### src/rtl/ptp_sequencer_if.sv
// Core-side request/response and external byte-bus signals of ptp_sequencer.
// slave = sequencer view, master = core/peripheral driver view.
interface ptp_sequencer_if;
  logic        req_i;
  logic        we_i;
  logic [4:0]  addr_i;
  logic [31:0] wdata_i;
  logic [31:0] rdata_o;
  logic        ack_o;
  logic        err_o;
  logic        busy_o;
  logic [7:0]  ext_data_i;
  logic [7:0]  ext_data_o;
  logic        ext_oe_o;
  logic        ext_strb_o;
  logic        ext_ready_i;

  modport slave (
    input  req_i, we_i, addr_i, wdata_i, ext_data_i, ext_ready_i,
    output rdata_o, ack_o, err_o, busy_o, ext_data_o, ext_oe_o, ext_strb_o
  );

  modport master (
    output req_i, we_i, addr_i, wdata_i, ext_data_i, ext_ready_i,
    input  rdata_o, ack_o, err_o, busy_o, ext_data_o, ext_oe_o, ext_strb_o
  );
endinterface

### src/rtl/ptp_sequencer.sv
// Serialises a 32-bit word access into a command byte plus four data bytes (LSB first).
// Optional stall abort is compiled in with `define PTP_SEQ_TIMEOUT_EN.
module ptp_sequencer #(
  parameter int unsigned TIMEOUT_CYCLES = 255
) (
  input  logic           clk,
  input  logic           rst_n,
  ptp_sequencer_if.slave bus
);

  typedef enum logic [2:0] {IDLE, CMD, WBYTE, RBYTE, DONE} state_t;

  state_t      state;
  logic        we;
  logic [4:0]  addr;
  logic [31:0] wdata;
  logic [1:0]  beat;
  logic [1:0]  next_beat;
  logic [31:0] rdata;
  logic [7:0]  data_out;
  logic        oe;
  logic        strb;
  logic        ack;
  logic        err;
  logic        beat_done;
  logic        timeout;

  assign beat_done = strb & bus.ext_ready_i;
  assign next_beat = beat + 2'd1;

`ifdef PTP_SEQ_TIMEOUT_EN
  // Counter only needs to reach TIMEOUT_CYCLES-1; the next stalled cycle aborts.
  localparam int CNT_W = (TIMEOUT_CYCLES < 2) ? 1 : $clog2(TIMEOUT_CYCLES);

  logic [CNT_W-1:0] stall_cnt;
  logic             stalled;

  assign stalled = strb & ~bus.ext_ready_i;
  assign timeout = stalled && (stall_cnt == CNT_W'(TIMEOUT_CYCLES - 1));

  always_ff @(posedge clk or negedge rst_n) begin
    if (!rst_n) begin
      stall_cnt <= '0;
    end else if (stalled && !timeout) begin
      stall_cnt <= stall_cnt + 1'b1;
    end else begin
      stall_cnt <= '0;
    end
  end
`else
  assign timeout = 1'b0;
`endif

  always_ff @(posedge clk or negedge rst_n) begin
    if (!rst_n) begin
      state    <= IDLE;
      we       <= 1'b0;
      addr     <= '0;
      wdata    <= '0;
      beat     <= '0;
      rdata    <= '0;
      data_out <= '0;
      oe       <= 1'b0;
      strb     <= 1'b0;
      ack      <= 1'b0;
      err      <= 1'b0;
    end else if (timeout) begin
      state    <= DONE;
      beat     <= '0;
      data_out <= '0;
      oe       <= 1'b0;
      strb     <= 1'b0;
      ack      <= 1'b1;
      err      <= 1'b1;
    end else begin
      case (state)
        IDLE: begin
          if (bus.req_i) begin
            state    <= CMD;
            we       <= bus.we_i;
            addr     <= bus.addr_i;
            wdata    <= bus.wdata_i;
            beat     <= '0;
            data_out <= {bus.we_i, 2'b00, bus.addr_i};
            oe       <= 1'b1;
            strb     <= 1'b1;
          end
        end
        CMD: begin
          if (beat_done) begin
            beat <= '0;
            if (we) begin
              state    <= WBYTE;
              data_out <= wdata[7:0];
            end else begin
              state    <= RBYTE;
              data_out <= '0;
              oe       <= 1'b0;
            end
          end
        end
        WBYTE: begin
          if (beat_done) begin
            beat <= next_beat;
            if (beat == 2'd3) begin
              state    <= DONE;
              data_out <= '0;
              oe       <= 1'b0;
              strb     <= 1'b0;
              ack      <= 1'b1;
            end else begin
              data_out <= wdata[{next_beat, 3'b000} +: 8];
            end
          end
        end
        RBYTE: begin
          if (beat_done) begin
            rdata[{beat, 3'b000} +: 8] <= bus.ext_data_i;
            beat <= next_beat;
            if (beat == 2'd3) begin
              state <= DONE;
              strb  <= 1'b0;
              ack   <= 1'b1;
            end
          end
        end
        DONE: begin
          state <= IDLE;
          ack   <= 1'b0;
          err   <= 1'b0;
        end
        default: state <= IDLE;
      endcase
    end
  end

  assign bus.rdata_o    = rdata;
  assign bus.ack_o      = ack;
  assign bus.err_o      = err;
  assign bus.busy_o     = (state != IDLE);
  assign bus.ext_data_o = data_out;
  assign bus.ext_oe_o   = oe;
  assign bus.ext_strb_o = strb;

endmodule

### src/flat_wrapper.sv
// flat-port wrapper written by rule: the top's interface ports become plain ports
module ptp_sequencer_flat 
#(
  parameter int unsigned TIMEOUT_CYCLES = 255
)
  (clk, rst_n, bus_req_i, bus_we_i, bus_addr_i, bus_wdata_i, bus_ext_data_i, bus_ext_ready_i, bus_rdata_o, bus_ack_o, bus_err_o, bus_busy_o, bus_ext_data_o, bus_ext_oe_o, bus_ext_strb_o);
  ptp_sequencer_if bus_i ();
  input  logic clk;
  input  logic rst_n;
  input wire logic [$bits(bus_i.req_i)-1:0] bus_req_i;
  input wire logic [$bits(bus_i.we_i)-1:0] bus_we_i;
  input wire logic [$bits(bus_i.addr_i)-1:0] bus_addr_i;
  input wire logic [$bits(bus_i.wdata_i)-1:0] bus_wdata_i;
  input wire logic [$bits(bus_i.ext_data_i)-1:0] bus_ext_data_i;
  input wire logic [$bits(bus_i.ext_ready_i)-1:0] bus_ext_ready_i;
  output wire logic [$bits(bus_i.rdata_o)-1:0] bus_rdata_o;
  output wire logic [$bits(bus_i.ack_o)-1:0] bus_ack_o;
  output wire logic [$bits(bus_i.err_o)-1:0] bus_err_o;
  output wire logic [$bits(bus_i.busy_o)-1:0] bus_busy_o;
  output wire logic [$bits(bus_i.ext_data_o)-1:0] bus_ext_data_o;
  output wire logic [$bits(bus_i.ext_oe_o)-1:0] bus_ext_oe_o;
  output wire logic [$bits(bus_i.ext_strb_o)-1:0] bus_ext_strb_o;
  assign bus_i.req_i = bus_req_i;
  assign bus_i.we_i = bus_we_i;
  assign bus_i.addr_i = bus_addr_i;
  assign bus_i.wdata_i = bus_wdata_i;
  assign bus_i.ext_data_i = bus_ext_data_i;
  assign bus_i.ext_ready_i = bus_ext_ready_i;
  assign bus_rdata_o = bus_i.rdata_o;
  assign bus_ack_o = bus_i.ack_o;
  assign bus_err_o = bus_i.err_o;
  assign bus_busy_o = bus_i.busy_o;
  assign bus_ext_data_o = bus_i.ext_data_o;
  assign bus_ext_oe_o = bus_i.ext_oe_o;
  assign bus_ext_strb_o = bus_i.ext_strb_o;
  ptp_sequencer #(.TIMEOUT_CYCLES(TIMEOUT_CYCLES)) u_core (.clk(clk), .rst_n(rst_n), .bus(bus_i));
endmodule
### config.mk
export PLATFORM = sky130hd
export DESIGN_NAME = ptp_sequencer_flat
export DESIGN_NICKNAME = d
export VERILOG_FILES = /design/src/rtl/ptp_sequencer_if.sv /design/src/rtl/ptp_sequencer.sv /design/src/flat_wrapper.sv
export SDC_FILE = /design/constraint.sdc
export NUM_CORES = 1
export LEC_CHECK = 0
export CAP_MARGIN = 15
export CORE_MARGIN = 2
export CORE_UTILIZATION = 36
export DETAILED_ROUTE_END_ITERATION = 8
export PLACE_DENSITY = 0.7
export SETUP_SLACK_MARGIN = 0.4
export SLEW_MARGIN = 20
export SYNTH_ARGS = -nofsm -noshare
export SYNTH_HDL_FRONTEND = slang
export SYNTH_SLANG_ARGS = --single-unit
### constraint.sdc
create_clock -name clk -period 3.6 [get_ports clk]
set_input_delay 1.08 -clock clk [delete_from_list [all_inputs] [get_ports clk]]
set_output_delay 1.08 -clock clk [all_outputs]
set_load 0.02 [all_outputs]
==> metrics.txt <==
CP Depth 2; CP max stage delay 590 ps; most frequent cells in the layout clkdlybuf4s50_1 (92), dfrtp_1 (81), nand2_1 (66), mux2_1 (33), o21ai_1 (31); initial antenna violation count 0; Pins Over Slew Limit 0; DR iter-0 viols ~100; Worst-path clk slew roughly 80 ps; crit-path max FO 17; Buf+Inv Stages, Crit Path 1; Sink Count 81; number of max-cap violations 0; yosys warns 0; CTS resizes 0; Final TNS setup 0 ps; CP Cell Sequence or3_4 > clkdlybuf4s50_1; Max Freq 330 MHz; VDD IR max around 0.44 mV; Ant. Diodes 0; FF-to-FF Start u_core.beat[0]$_DFFE_PN0P_; Min-Delay Path Class flop to flop; Crit-path slowest cell clkdlybuf4s50_1; core area roughly 10000 um2; Worst Hold Launch u_core.wdata[27]$_DFFE_PN0P_; Clock Path Buffers 2; H-tree levels 3; Post-synth EDFFs 0; die width 107 um; final hold slack 486 ps; kind of cell adding the most delay to the critical path buffers and inverters; Yosys top cell by area dfrtp_1; WP data required between 2000 and 3000 ps; relative slew slack 0.519; fraction of registers with async set/reset 1.00; Post-DRT Antenna Nets 0; CP Data Arrival Time 1950 ps; Tcrit/Tclk final 0.841; final hold vios 0; via/cell ratio 5.06; Synth top area share 0.528; R2R setup slack 1160 ps; P_leak slightly above 2 nW; FF-to-FF End u_core.bus.ext_data_o[3]$_DFFE_PN0P_; Initial Util 0.372; Overflow after GRT 0; outcome completed; min cycle time layout 3030 ps; IO Port Bufs 93; vias 2874; Post-Syn Area 3840 um2; CP startpoint u_core.state[0]$_DFFE_PN0P_; hold-fix buffers at CTS 0; Rows 37; Area Growth Syn to Fin 31.2%; largest net degree at the start of global routing 82; Critical path destination bus_busy_o; Residual DRC 0; routability cong. about 0.83; CTS tree built; io pins 95; Seq/Total Area, Yosys 0.528; CTS Root Cell clkbuf_8; TritonCTS buffer count 9; Pwr Density a little over 800 nW/um2; final WL 8930 um; first drt pass iteration count 4; Total GRT Usage 0.160; half-perimeter wire length after placement 6280 um; ranking of synthesized cells by area dfrtp_1 (53%), mux2_1 (9.7%), nand2_1 (6.4%); Unique masters post-synth 44; Avg Cell Area, Syn between 10 and 15 um2; wire per inst between 15 and 20 um; first-pass GRT wire length 14300 um; Primary FF master, synth dfrtp_1; Layout Utilization 0.488; final setup fails 0; RSZ-0062 raised after global routing no; critical path startpoint category flop; Die ar. roughly 12000 um2; Worst Setup End Kind primary output; layout cells sized above 1 0.0856; Post-Syn Instances 345; vias in the first global route 2982; commonest non-fill, non-tap cell in the layout clkdlybuf4s50_1; clock skew around 9.6 ps; Post-CTS Setup Inserts 0; CP Class flop to primary output; Slew @ Worst Pin 722 ps; Register-to-Register Path Depth 6; layout net count 482; syn_nets 400; Seq cells post-synth between 80 and 90; die height approximately 110 um; worst skew pair latency 350 ps
==> report_power, final <==
group	internal [W]	total, W	switching (W)
combinational	0.000865	0.00176	0.000898
sequential	0.00127	0.00154	0.000270
clock	0.000433	0.000771	0.000338
==> Yosys cell counts, drive strengths merged, types with 6 or more instances <==
library cell	number
nor2	9
a211oi	6
buf	21
nand3	8
o31ai	6
o21ai	38
mux2	34
mux4	8
inv	11
nand4b	6
dfrtp	81
a21oi	9
nand2	66
==> worst register-to-register path, cell delays in order (launching register included) <==
cell and delay (ps):
dfrtp_1 320, buf_4 280, inv_1 170, ha_1 770, mux4_2 410, a211oi_1 260, o31ai_1 100
==> stage by stage <==
stage	area [um2]	worst slack (ps)	instances	total power, W
3_3_place_gp	4800	641	552	0.00326
4_1_cts	5040	572	568	0.00410
6_report	5040	573	568	0.00407
2_1_floorplan	3840	1400	345	0.00273
5_1_grt	5040	502	568	0.00434
3_5_place_dp	4800	554	552	0.00332
==> logic make-up (layout without fill, tap and decap cells) <==
group / count (synthesis) / in the layout / share of synthesized area
AO/OA/AOI/OAI: 71 / 71 / 0.110
AND/OR/NAND/NOR: 109 / 109 / 0.145
flip-flops: 81 / 81 / 0.528
other: 1 / 1 / 0.000976
buffers and inverters: 36 / 123 / 0.0537
adder cells (fa/ha/maj): 5 / 5 / 0.0163
multiplexers: 42 / 42 / 0.147
==> layout make-up <==
class / instances / area (um2)
clock inverters: 5 / 86.3
inverters: 11 / 41.3
repair buffers: 96 / 955
flip-flops and latches: 81 / 2030
well taps: 136 / 170
multi-input cells: 228 / 1610
fillers: 934 / 5280
clock buffers: 11 / 151
==> state kept, by name, indices dropped and copies added, names as in the netlist <==
register / cells
u_core.we: 1
u_core.bus.ext_data_o: 8
u_core.wdata: 32
u_core.bus.ack_o: 1
u_core.bus.ext_strb_o: 1
u_core.bus.rdata_o: 32
u_core.bus.ext_oe_o: 1
u_core.beat: 2
u_core.state: 3
==> how the worst min path moves through the flow <==
stage | endpoint | depth (start not counted)
after floorplan | u_core.wdata[24]$_DFFE_PN0P_ | 1
after global placement | u_core.wdata[11]$_DFFE_PN0P_ | 1
after detailed placement | u_core.wdata[28]$_DFFE_PN0P_ | 1
after CTS | u_core.bus.rdata_o[7]$_DFFE_PN0P_ | 2
after global routing | u_core.bus.ext_oe_o$_DFFE_PN0P_ | 1
final | u_core.wdata[27]$_DFFE_PN0P_ | 1
==> routing by layer <==
layer,vias to the layer above,GRT usage,share of wire
met5,-,0,0
met4,0,0.0724,0.025
met3,24,0.0490,0.072
met2,111,0.244,0.45
met1,1372,0.208,0.45
li1,1367,-,-
Power figures use the tool's default switching activity.
